$ cat src/rtl/cru_int_ctrl.sv
// CRU-mapped interrupt controller: 16 flag bits, NCH masked interrupt channels, fixed priority.
// Optional build macro INTCTL_EDGE_EN enables per-channel rising-edge capture selected by EDGE_MASK.
module cru_int_ctrl #(
  parameter int unsigned    NCH       = 4,
  parameter logic [9:0]     BASE      = 10'h07B,
  parameter logic [NCH-1:0] EDGE_MASK = '0
) (
  input  logic           clk,
  input  logic           reset,
  input  logic [15:0]    cab,
  input  logic           cruout,
  input  logic           cruclk,
  input  logic [3:0]     bst,
  input  logic [NCH-1:0] irq,
  output logic           cruin,
  output logic           sel,
  output logic           int_o,
  output logic [3:0]     ic
);

  logic [15:0]    flag_q, flag_d;
  logic [NCH-1:0] mask_q, mask_d;
  logic [NCH-1:0] pend_q, pend_d;
  logic [NCH-1:0] chan_hit, inta_clr, live, set_ev, act;
  logic [4:0]     idx;
  logic           flag_hit;
  logic           wr;
  logic           unused_cab0;

  assign sel         = (cab[15:6] == BASE);
  assign idx         = cab[5:1];
  assign flag_hit    = sel & ~idx[4];
  assign wr          = cruclk & sel;
  assign unused_cab0 = cab[0];

  always_comb begin
    chan_hit = '0;
    inta_clr = '0;
    for (int k = 0; k < int'(NCH); k++) begin
      chan_hit[k] = sel && (idx == 5'(16 + k));
      inta_clr[k] = (bst == 4'b0101) && (cab[5:2] == 4'(k + 1));
    end
  end

`ifdef INTCTL_EDGE_EN
  logic [NCH-1:0] irq_dly_q;

  always_ff @(posedge clk or posedge reset) begin
    if (reset) irq_dly_q <= '0;
    else       irq_dly_q <= irq;
  end

  // Edge channels never show the raw line; they only report the captured event.
  assign live   = irq & ~EDGE_MASK;
  assign set_ev = live | (irq & ~irq_dly_q & EDGE_MASK);
`else
  assign live   = irq;
  assign set_ev = irq;
`endif

  always_comb begin
    flag_d = flag_q;
    mask_d = mask_q;
    pend_d = pend_q;
    if (wr && flag_hit) flag_d[idx[3:0]] = cruout;
    for (int k = 0; k < int'(NCH); k++) begin
      if (wr && chan_hit[k]) mask_d[k] = cruout;
      // A new request always wins over a same-cycle acknowledge or mask clear.
      if (set_ev[k])
        pend_d[k] = 1'b1;
      else if (inta_clr[k] || (wr && chan_hit[k] && !cruout))
        pend_d[k] = 1'b0;
    end
  end

  always_ff @(posedge clk or posedge reset) begin
    if (reset) begin
      flag_q <= '0;
      mask_q <= '0;
      pend_q <= '0;
    end else begin
      flag_q <= flag_d;
      mask_q <= mask_d;
      pend_q <= pend_d;
    end
  end

  always_comb begin
    cruin = 1'b1;
    if (flag_hit)
      cruin = flag_q[idx[3:0]];
    else if (|chan_hit)
      cruin = |(chan_hit & (pend_q | live));
  end

  assign act   = (pend_q | live) & mask_q;
  assign int_o = |act;

  always_comb begin
    ic = 4'h0;
    for (int k = int'(NCH) - 1; k >= 0; k--) begin
      if (act[k]) ic = 4'(k + 1);
    end
  end

endmodule

$ cat config.mk
export PLATFORM = sky130hd
export DESIGN_NAME = cru_int_ctrl
export DESIGN_NICKNAME = d
export VERILOG_FILES = /design/src/rtl/cru_int_ctrl.sv
export SDC_FILE = /design/constraint.sdc
export NUM_CORES = 1
export LEC_CHECK = 0
export ABC_AREA = 1
export BUFFER_PORTS_ARGS = -buffer_cell sky130_fd_sc_hd__buf_2
export CORE_ASPECT_RATIO = 0.8
export CORE_MARGIN = 3
export CORE_UTILIZATION = 45
export CTS_BUF_LIST = sky130_fd_sc_hd__clkbuf_4
export DETAILED_ROUTE_END_ITERATION = 8
export PLACE_DENSITY = 0.67
export SYNTH_ARGS = -nofsm -noshare
export SYNTH_HDL_FRONTEND = slang
export SYNTH_SLANG_ARGS = --single-unit
$ cat constraint.sdc
create_clock -name clk -period 2.3 [get_ports clk]
set_input_delay 0.46 -clock clk [delete_from_list [all_inputs] [get_ports clk]]
set_output_delay 0.46 -clock clk [all_outputs]
set_load 0.03 [all_outputs]
==> impl_metrics.py <==
metrics = {
    "floorplan": {
        "fp.dieW_um": 75.3,
        "initial_utilization": 0.485,
        "coreArea_um2": 3570,
        "die_h_um": 61.5,
        "fp-row-count": 19,
        "die_area_um2": 4630,
        "io_pins": 35,
    },
    "power": {
        "p_sw_uw": 220,
        "leakage_nw": 1.10,
        "p_comb_frac": 0.169,
        "intPower_uw": 523,
        "p_per_area_nw_per_um2": 380,
        "ir_worst_vdd_v": 0.000277,
        "power_frac_clock": 0.262,
        "p_seq_frac": 0.569,
        "switching_share": 0.297,
    },
    "job": {
        "cap_violations": 0,
    },
    "detailed_routing": {
        "drtPass1Iterations": 4,
        "vias": 1840,
        "drt-initial-drc-count": 150,
        "routed_wl_um": 4650,
        "postRouteAntennaNets": 0,
        "drt-wirelength-per-cell_um": 13.2,
        "via_per_inst": 5.21,
        "drc": 0,
    },
    "logic_synthesis": {
        "synthCells": 278,
        "synth_common_cells": "nand2_1 (109), nor2_1 (33), inv_1 (29), nand3_1 (29), dfrtp_1 (24)",
        "ys_seq_elements": 24,
        "syn-cell-area_um2": 1730,
        "synthFlopType": "dfrtp_1",
        "synth_top_area_frac": 0.347,
        "yosysUniqueCellTypes": 23,
        "yosys_warnings": 0,
        "async_flop_share": 1.00,
        "yosysTopAreaCell": "dfrtp_1",
        "syn_avg_cell_area_um2": 6.22,
        "synth-edff-count": 0,
        "seq_area_frac_synth": 0.347,
        "synth.most_common_cell": "nand2_1",
        "synthTopCellsByArea": "dfrtp_1 (35%), nand2_1 (24%), nand3_1 (8.4%)",
        "synth_nets": 306,
    },
    "status": {
        "outcome": "finished clean",
    },
    "place": {
        "dp_slack_ns": 0.196,
        "routabilityCongestion": 0.823,
        "place.port_buffers": 32,
        "dp_hpwl_um": 3250,
    },
    "cts": {
        "htree_levels": 1,
        "cts-root-buf": "clkbuf_4",
        "cts.hold.buffers_added": 0,
        "cts.sinks": 24,
        "cts.clk_slew.worst_paths_ns": 0.14,
        "worstSkewPairLatency_ns": 0.32,
        "clk_path_buf_depth": 2,
        "tritoncts": "yes",
        "cts_buffers": 3,
    },
    "timing": {
        "slew_viol_final": 0,
        "finalHoldViolations": 0,
        "post-route-period-util": 0.951,
        "worst_slew_pin_slew_ns": 0.572,
        "worst_slack_ns": 0.112,
        "fmax_ghz": 0.457,
        "min_period_ns": 2.19,
        "hold_ws_ns": 0.160,
        "relSlewSlack": 0.617,
        "rsz0062_at_grt": "false",
        "setup_viol": 0,
        "fin_skew_ns": 0,
        "fin_tns_setup_ns": 0,
    },
    "setup_path": {
        "crit_fanout": 9,
        "critPathLaunchType": "primary input",
        "path_class": "primary input to output port",
        "worstPathRequired_ns": 1.84,
        "worstSetupEndpointType": "output port",
        "arrival_ns": 1.73,
    },
    "min_path": {
        "min_path_type": "primary input to asynchronous set/reset pin",
    },
    "finish": {
        "diodes": 0,
        "drive_gt1_frac": 0.161,
        "nFillCells": 375,
        "final_net_count": 340,
        "area_growth_pct": 13.0,
        "final_util": 0.548,
    },
    "global_routing": {
        "overflow": 0,
        "grt_pass1_wl_um": 7800,
        "grt_max_degree": 25,
        "antenna_found_initial": 0,
        "grt_pass1_vias": 1657,
        "grt_usage": 0.219,
    },
}
metrics by stage:
stage / std cells / total power, mW / cell area (µm²)
2_1_floorplan: 278 / 0.503 / 1730
3_3_place_gp: 349 / 0.553 / 1930
3_5_place_dp: 349 / 0.554 / 1930
4_1_cts: 353 / 0.752 / 1960
5_1_grt: 353 / 0.784 / 1960
6_report: 353 / 0.743 / 1960
kinds of logic (layout without fill, tap and decap cells):
family | after synthesis | count (layout) | share of synthesized area
flops | 24 | 24 | 0.347
buf+inv | 43 | 76 | 0.112
compound gates | 9 | 9 | 0.0282
other cells | 1 | 1 | 0.00217
simple gates | 201 | 201 | 0.510
worst max-delay path, cell delays in order:
cell      delay (ns)
buf_2           0.09
clkinv_1        0.26
nand2_1         0.16
nand2_1         0.06
nand2_1         0.05
nand2_1         0.05
nand2_1         0.05
nand2_1         0.05
o21ai_0         0.24
nand2_1         0.07
buf_2           0.18
layer usage:
metal | track usage | routed length [µm] | up-vias
met1 | 0.326 | 2250 | 818
li1 | - | - | 947
met4 | 0.0324 | 0 | 0
met2 | 0.336 | 2000 | 75
met5 | 0 | 0 | -
met3 | 0.0408 | 391 | 0
cells in the final DEF, fill, tap and decap left out:
| cell type | synthesis | layout |
|---|---|---|
| inv_1 | 29 | 29 |
| nand2_1 | 109 | 109 |
| nand3_1 | 29 | 29 |
| nor3_1 | 6 | 6 |
| conb_1 | 1 | 1 |
| nand4_1 | 18 | 18 |
| dfrtp_1 | 24 | 24 |
| nor2_4 | 1 | 1 |
| nor3_4 | 1 | 1 |
| nor3_2 | 1 | 1 |
| clkbuf_4 | 0 | 3 |
| o21ai_1 | 1 | 2 |
| o21ai_0 | 6 | 5 |
| buf_2 | 5 | 32 |
| nor2_2 | 2 | 2 |
| o31a_1 | 1 | 1 |
| buf_4 | 3 | 8 |
| inv_2 | 1 | 1 |
| clkinv_1 | 2 | 3 |
| nor2_1 | 33 | 33 |
| nand4_2 | 1 | 1 |
| a21oi_1 | 1 | 1 |
power groups by stage:
| stage | Combinational (mW) | Sequential, mW | Clock [mW] |
|---|---|---|---|
| floorplan | 0.0721 | 0.431 | 0 |
| global placement | 0.122 | 0.431 | 0 |
| detailed placement | 0.123 | 0.431 | 0 |
| CTS | 0.124 | 0.423 | 0.206 |
| global route | 0.140 | 0.423 | 0.222 |
| finish | 0.125 | 0.423 | 0.195 |
sequential cells by signal, indices dropped and copies added, names as in the netlist:
name,flops
flag_q,16
mask_q,4
pend_q,4
timing repair:
item | 4_1_cts | 5_1_grt
gates resized for setup | 0 | 1
setup endpoints to repair | 0 | 1
endpoints found under the hold margin | 0 | 0
buffers inserted | 0 | 0
layout make-up:
type | count | area [µm²] | share of cell area
Tap cell | 42 | 52.6 | 0.0269
Multi-Input combinational cell | 211 | 936 | 0.479
Clock inverter | 1 | 3.75 | 0.00192
Sequential cell | 24 | 601 | 0.307
Clock buffer | 3 | 22.5 | 0.0115
Timing Repair Buffer | 40 | 220 | 0.113
Inverter | 32 | 120 | 0.0614
worst paths after layout:
path	slack, ns	start	depth (start not counted)	end
max reg2reg	1.58	pend_q[1]$_DFFE_PP0P_	3	pend_q[1]$_DFFE_PP0P_
min in group clk	0.33	irq[2]	3	pend_q[2]$_DFFE_PP0P_
max	0.11	cab[1]	11	cruin
max in group asynchronous	1.90	reset	3	pend_q[0]$_DFFE_PP0P_
min	0.16	reset	3	flag_q[8]$_DFFE_PP0P_
min reg2reg	0.50	flag_q[9]$_DFFE_PP0P_	2	flag_q[9]$_DFFE_PP0P_
(Power assumes the default switching activity.)
